### src/rtl/uart_rx_oversampled.sv
// uart_rx_oversampled: 8N1-style UART receiver driven by a 16x sample-tick clock enable
module uart_rx_oversampled #(
  parameter int DBIT = 8,
  parameter int OVERSAMPLE = 16,
  parameter int SB_TICK = 16
) (
  input  logic            clk,
  input  logic            reset,
  input  logic            s_tick,
  input  logic            rx,
  output logic [DBIT-1:0] dout,
  output logic            rx_done_tick,
  output logic            frame_err
);
  localparam int SMAX = OVERSAMPLE > SB_TICK ? OVERSAMPLE : SB_TICK;
  localparam int SW = $clog2(SMAX);
  localparam int NW = $clog2(DBIT) + 1;
  typedef enum logic [2:0] {IDLE, START, DATA, STOP, WAIT_HIGH} state_t;
  state_t state, state_n;
  logic [SW-1:0] s_cnt, s_cnt_n;
  logic [NW-1:0] n, n_n;
  logic [DBIT-1:0] shreg, shreg_n, dout_n;
  logic done_n, fe_n, rx_m, rx_s;
  always_ff @(posedge clk or negedge reset)
    if (!reset) begin
      state <= IDLE;
      s_cnt <= '0;
      n <= '0;
      shreg <= '0;
      dout <= '0;
      frame_err <= 1'b0;
      rx_done_tick <= 1'b0;
      rx_m <= 1'b1;
      rx_s <= 1'b1;
    end else begin
      state <= state_n;
      s_cnt <= s_cnt_n;
      n <= n_n;
      shreg <= shreg_n;
      dout <= dout_n;
      frame_err <= fe_n;
      rx_done_tick <= done_n;
      rx_m <= rx;
      rx_s <= rx_m;
    end
  // A start is confirmed only if the line is still low at mid start bit
  always_comb begin
    state_n = state;
    s_cnt_n = s_cnt;
    n_n = n;
    shreg_n = shreg;
    dout_n = dout;
    fe_n = frame_err;
    done_n = 1'b0;
    case (state)
      IDLE: if (!rx_s) begin
        state_n = START;
        s_cnt_n = '0;
      end
      START: if (s_tick) begin
        if (s_cnt == SW'(OVERSAMPLE/2 - 1)) begin
          state_n = rx_s ? IDLE : DATA;
          s_cnt_n = '0;
          n_n = '0;
        end else s_cnt_n = s_cnt + 1'b1;
      end
      DATA: if (s_tick) begin
        if (s_cnt == SW'(OVERSAMPLE - 1)) begin
          s_cnt_n = '0;
          shreg_n = DBIT'({rx_s, shreg} >> 1);
          state_n = (n == NW'(DBIT - 1)) ? STOP : DATA;
          n_n = (n == NW'(DBIT - 1)) ? n : n + 1'b1;
        end else s_cnt_n = s_cnt + 1'b1;
      end
      STOP: if (s_tick) begin
        if (s_cnt == SW'(SB_TICK - 1)) begin
          dout_n = shreg;
          fe_n = ~rx_s;
          done_n = 1'b1;
          state_n = rx_s ? IDLE : WAIT_HIGH;
        end else s_cnt_n = s_cnt + 1'b1;
      end
      WAIT_HIGH: state_n = rx_s ? IDLE : WAIT_HIGH;
      default: state_n = IDLE;
    endcase
  end
endmodule
### config.mk
export PLATFORM = sky130hd
export DESIGN_NAME = uart_rx_oversampled
export DESIGN_NICKNAME = d
export VERILOG_FILES = /design/src/rtl/uart_rx_oversampled.sv
export SDC_FILE = /design/constraint.sdc
export NUM_CORES = 1
export LEC_CHECK = 0
export BUFFER_PORTS_ARGS = -buffer_cell sky130_fd_sc_hd__buf_2
export CORE_MARGIN = 4
export CORE_UTILIZATION = 37
export DETAILED_ROUTE_END_ITERATION = 7
export GPL_ROUTABILITY_DRIVEN = 1
export GPL_TIMING_DRIVEN = 0
export PLACE_DENSITY = 0.59
export SLEW_MARGIN = 20
export SYNTH_ARGS = -nofsm -noshare
export SYNTH_HDL_FRONTEND = slang
export SYNTH_SLANG_ARGS = --single-unit
### constraint.sdc
create_clock -name clk -period 4.1 [get_ports clk]
set_input_delay 0 -clock clk [delete_from_list [all_inputs] [get_ports clk]]
set_output_delay 0 -clock clk [all_outputs]
set_load 0.02 [all_outputs]
# --- Word level (Yosys, flattened, before mapping) ---
# Cells that the tools add are included.
# W data, S select, Z words.
classes:
  reduce_logical: 8
  mux: 28
  bitwise_logic: 1
  n_eq_ne: 16
  add_sub_neg: 2
op_table:
  columns: ["op", "count"]
  rows:
  - ["$mux W4", 12]
  - ["$mux W3", 8]
  - ["$ne A2 B2 Y1 const B", 9]
  - ["$pmux W4 S4", 1]
  - ["$pmux W3 S5", 1]
  - ["$reduce_and A6 Y1", 2]
  - ["$add A4 B1 Y4 const B", 2]
  - ["$eq A4 B3 Y1 const B", 2]
  - ["$pmux W4 S2", 1]
  - ["$reduce_and A7 Y1", 1]
  - ["$eq A3 B2 Y1 const B", 2]
  - ["$reduce_and A3 Y1", 2]
  - ["$eq A4 B4 Y1 const B", 1]
  - ["$mux W1", 4]
  - ["$reduce_bool A4 Y1", 1]
  - ["$eq A3 B1 Y1 const B", 1]
  - ["$eq A3 B3 Y1 const B", 1]
  - ["$logic_not A3 Y1", 1]
  - ["$mux W2", 1]
  - ["$reduce_bool A2 Y1", 1]
  - ["$not A1 Y1", 1]
totals:
  word_cells: 64
  out_inout_bits: 10
  reg_bits: 31
  input_bits: 4

# --- Logic depth before layout (Yosys ltp) ---
depth:
  ltp_word: 5
  mapped_depth: 6
  depth_no_buf: 5

# --- Least setup slack after synthesis ---
# OpenSTA, ideal clock, no wires.
synth_path:
  path_kind: "register to register"
  startpoint: "register s_cnt[0]"
  endpoint: "register dout[0]"
  stages_incl_launch_ff: 6
  setup_slack_ns: 2.442
  arrival_time_ns: 1.533
  t_required_ns: 3.975
  cell_sequence: "dfrtp_1 ha_1 nand4_1 nor3_1 buf_4 mux2_2"
synth_via:
  elab_chain_len: 2
synth_rtl:
  columns: ["item", "line", "rtl"]
  rows:
  - ["start: declaration", "20", "logic [SW-1:0] s_cnt, s_cnt_n;"]
  - ["start signal: assignment", "37", "s_cnt <= s_cnt_n;"]
  - ["$eq A4 B4 Y1", "76", "if (s_cnt == SW'(SB_TICK - 1)) begin"]
  - ["$reduce_and A3 Y1 (no line)", null, null]
  - ["end signal: assignment", "40", "dout <= dout_n;"]
  - ["end: declaration", "11", "output logic [DBIT-1:0] dout,"]
# No other way between the ends.
# A chain may end at the register's enable or synchronous reset.

# --- Worst setup path in the final report ---
layout_path:
  startpoint: "register s_cnt[0]"
  endpoint: "register dout[7]"
# The elaborated chain is that of the path after synthesis.

==> results.md <==
- Syn avg cell area: 11.6 µm²
- Input/output buffers: 13
- Reported max-cap violation count: 0
- Final Hold Viols: 0
- CP max FO: 10
- Initial Utilization: 38.7%
- Layout cells sized above 1: 32.2%
- RSZ-0062 raised after global routing: false
- Fin area: 1670 µm²
- CTS resizes: 0
- Setup bufs post-CTS: 0
- Layout Cells excl Fill: 194
- Setup WS post-layout: 2.21 ns
- Hold Startpoint: s_tick
- # rows: 22
- Pre-antenna DRT Iters: 4
- Setup TNS Final: 0 ns
- Cell variety after synth: 35
- Commonest non-fill, non-tap cell in the layout: dfrtp_1
- Final GP Congestion: 0.875
- Vias in the first global route: 1,005
- Largest net degree at the start of global routing: 32
- HP Class: in -> reg
- Global-route wire length before repair: 4480 µm
- Clock latency on the worst-skew pair: 0.28 ns
- Global route overflow: 0
- Yosys reg bits: 31
- Power per cell area: 517 nW/µm²
- Total GRT Usage: 11.7%
- Post-Syn Area: 1430 µm²
- Top cells by area, synth: dfrtp_1 51%, mux2_2 13%, dfstp_2 3.7%
- Fin crit share: 46.1%
- EDFF count, synth: 0
- Cell accounting for the most synthesized area: dfrtp_1
- Root buffer cell: clkbuf_8
- Final setup viols: 0
- Pre-CTS setup slack: 2.21 ns
- Post-DRT Antenna Nets: 0
- H-tree lvl count: 2
- Reg-to-reg critical path startpoint: s_cnt[0]
- Clock Pin Slew Worst Setup and Hold Paths: 0.06 ns
- Max IR drop VDD: 0.000334 V
- Clock buffer depth: 2
- Synth warn: 0
- Worst EP arrival: 2.04 ns
- Run status: completed
- Die height: 70.1 µm
- Rel. slew slack: 54.5%
- # fillers: 349
- Post-synth ARST share: 100%
- CP required: 4.26 ns
- # diodes: 0
- Total CTS buffers: 5
- Hold Crit Endpoint: state[1]
- Core Area: 3690 µm²
- Post-synth top area share: 50.8%
- DR vias: 1,028
- Routed len/inst: 13.8 µm
- DPL Wire Length: 1850 µm
- Worst slew pin tran: 0.682 ns
- Post-Syn Instances: 123
- Most frequent cells in the layout: 29 x dfrtp_1, 17 x mux2_2, 16 x buf_2
- Drt drc: 0
- Die width: 70.1 µm
- Via/cell ratio: 5.30
- Clock Skew: 0.00679 ns
- Post-synthesis sequential area ratio: 54.5%
- CP Launch Type: register
- I/O pin count: 14
- Initial antenna violation count: 0
- Syn-to-layout area delta: 17.2%
- WHS Path Cells: 5
- TritonCTS clock tree: done
- Kind of critical path: reg -> reg
- Post-layout util: 45.4%
- Tmin final: 1.89 ns
- Synthesized Nets: 129
- Worst Reg2Reg Path Length in Cells: 5
- Placed cells: 184
- Fin. max-slew vios: 0
- Placed inst area: 1550 µm²
- Highest clock rate: 530 MHz
- Die area: 4920 µm²
- Worst reg2reg setup slack: 2.21 ns
- Crit. End Element: register
- Post-Route WL: 2680 µm
- Iter 0 DRT Violations: 28
- Critical R2R Capture: dout[7]
- CTS sink count: 31
- Static leakage: 0.000812 µW
- # nets final: 151
- Ys flop type: dfrtp_1
==> cell type report <==
type	instances	area (µm²)	share of cell area (%)
well taps	48	60.1	3.59
flip-flops and latches	31	778	46.5
clock buffers	8	100	5.98
repair buffers	15	85.1	5.09
inverters	5	18.8	1.12
plain buffers	5	26.3	1.57
multi-input cells	82	604	36.1
==> worst max-delay path by stage <==
stage | from | to | slack, ns | cells past startpoint
global route | s_cnt[0] | shreg[4] | 2.09 | 4
CTS | s_cnt[0] | dout[7] | 2.19 | 5
global placement | s_cnt[0] | dout[2] | 2.24 | 5
floorplan | s_cnt[0] | dout[0] | 2.44 | 5
finish | s_cnt[0] | dout[7] | 2.21 | 5
detailed placement | s_cnt[0] | dout[7] | 2.21 | 5
==> metal layers <==
layer	part of all wire (%)	track usage, %	up-vias
met1	43	13.6	501
met5	0	0	-
met4	2.8	6.38	0
li1	-	-	487
met3	6.1	4.46	8
met2	48	18.5	32
==> per-stage QoR <==
step / power (µW) / hold slack [ns]
2_1_floorplan: 549 / -0.296
6_report: 864 / 0.218
4_1_cts: 873 / 0.213
3_3_place_gp: 597 / 0.0734
5_1_grt: 916 / 0.274
3_5_place_dp: 607 / 0.0790
==> cells in the mapped netlist, types with 2 or more instances <==
library cell,instances
ha_1,2
o21ai_0,6
nand3b_1,2
mux2_2,17
nor2_1,10
nand3_1,5
or2_2,2
nand2_1,3
dfrtp_1,29
and2_1,2
o211ai_1,2
inv_1,5
a21oi_1,2
or3_1,2
nand4_1,2
dfstp_2,2
nor3_1,7
o31ai_1,2
buf_2,3
mux2i_1,3
==> sequential cells by signal, summed over array words and instances, names as in the netlist <==
signal	count
rx_done_tick	1
shreg	8
dout	8
state	3
frame_err	1
rx_s	1
s_cnt	4
rx_m	1
n	4
==> power breakdown <==
group	switching (µW)	internal (µW)	leakage [µW]
sequential	31.6	343	0.000404
clock	103	153	0.0000515
combinational	142	91.6	0.000356
total	277	587	0.000812
==> cell families after synthesis <==
family                   count (synthesis)  synth area share, %
adder cells (fa/ha/maj)                  2                 1.75
buffers and inverters                   10                 3.15
multiplexers                            20                 15.5
flip-flops                              31                 54.5
AO/OA/AOI/OAI                           19                 8.59
AND/OR/NAND/NOR                         41                 16.5
==> worst max-delay path, cell delays in order (launching register included) <==
cell     delay (ns)
dfrtp_1        0.39
ha_1           0.28
nand4_1        0.19
nor3_1         0.30
buf_4          0.25
mux2_2         0.35
==> repair_timing <==
action | in CTS | in global routing
hold endpoints to repair | 30 | 0
endpoints found under the setup margin | 0 | 0
hold buffers | 2 | 0
(Power assumes the default switching activity.)
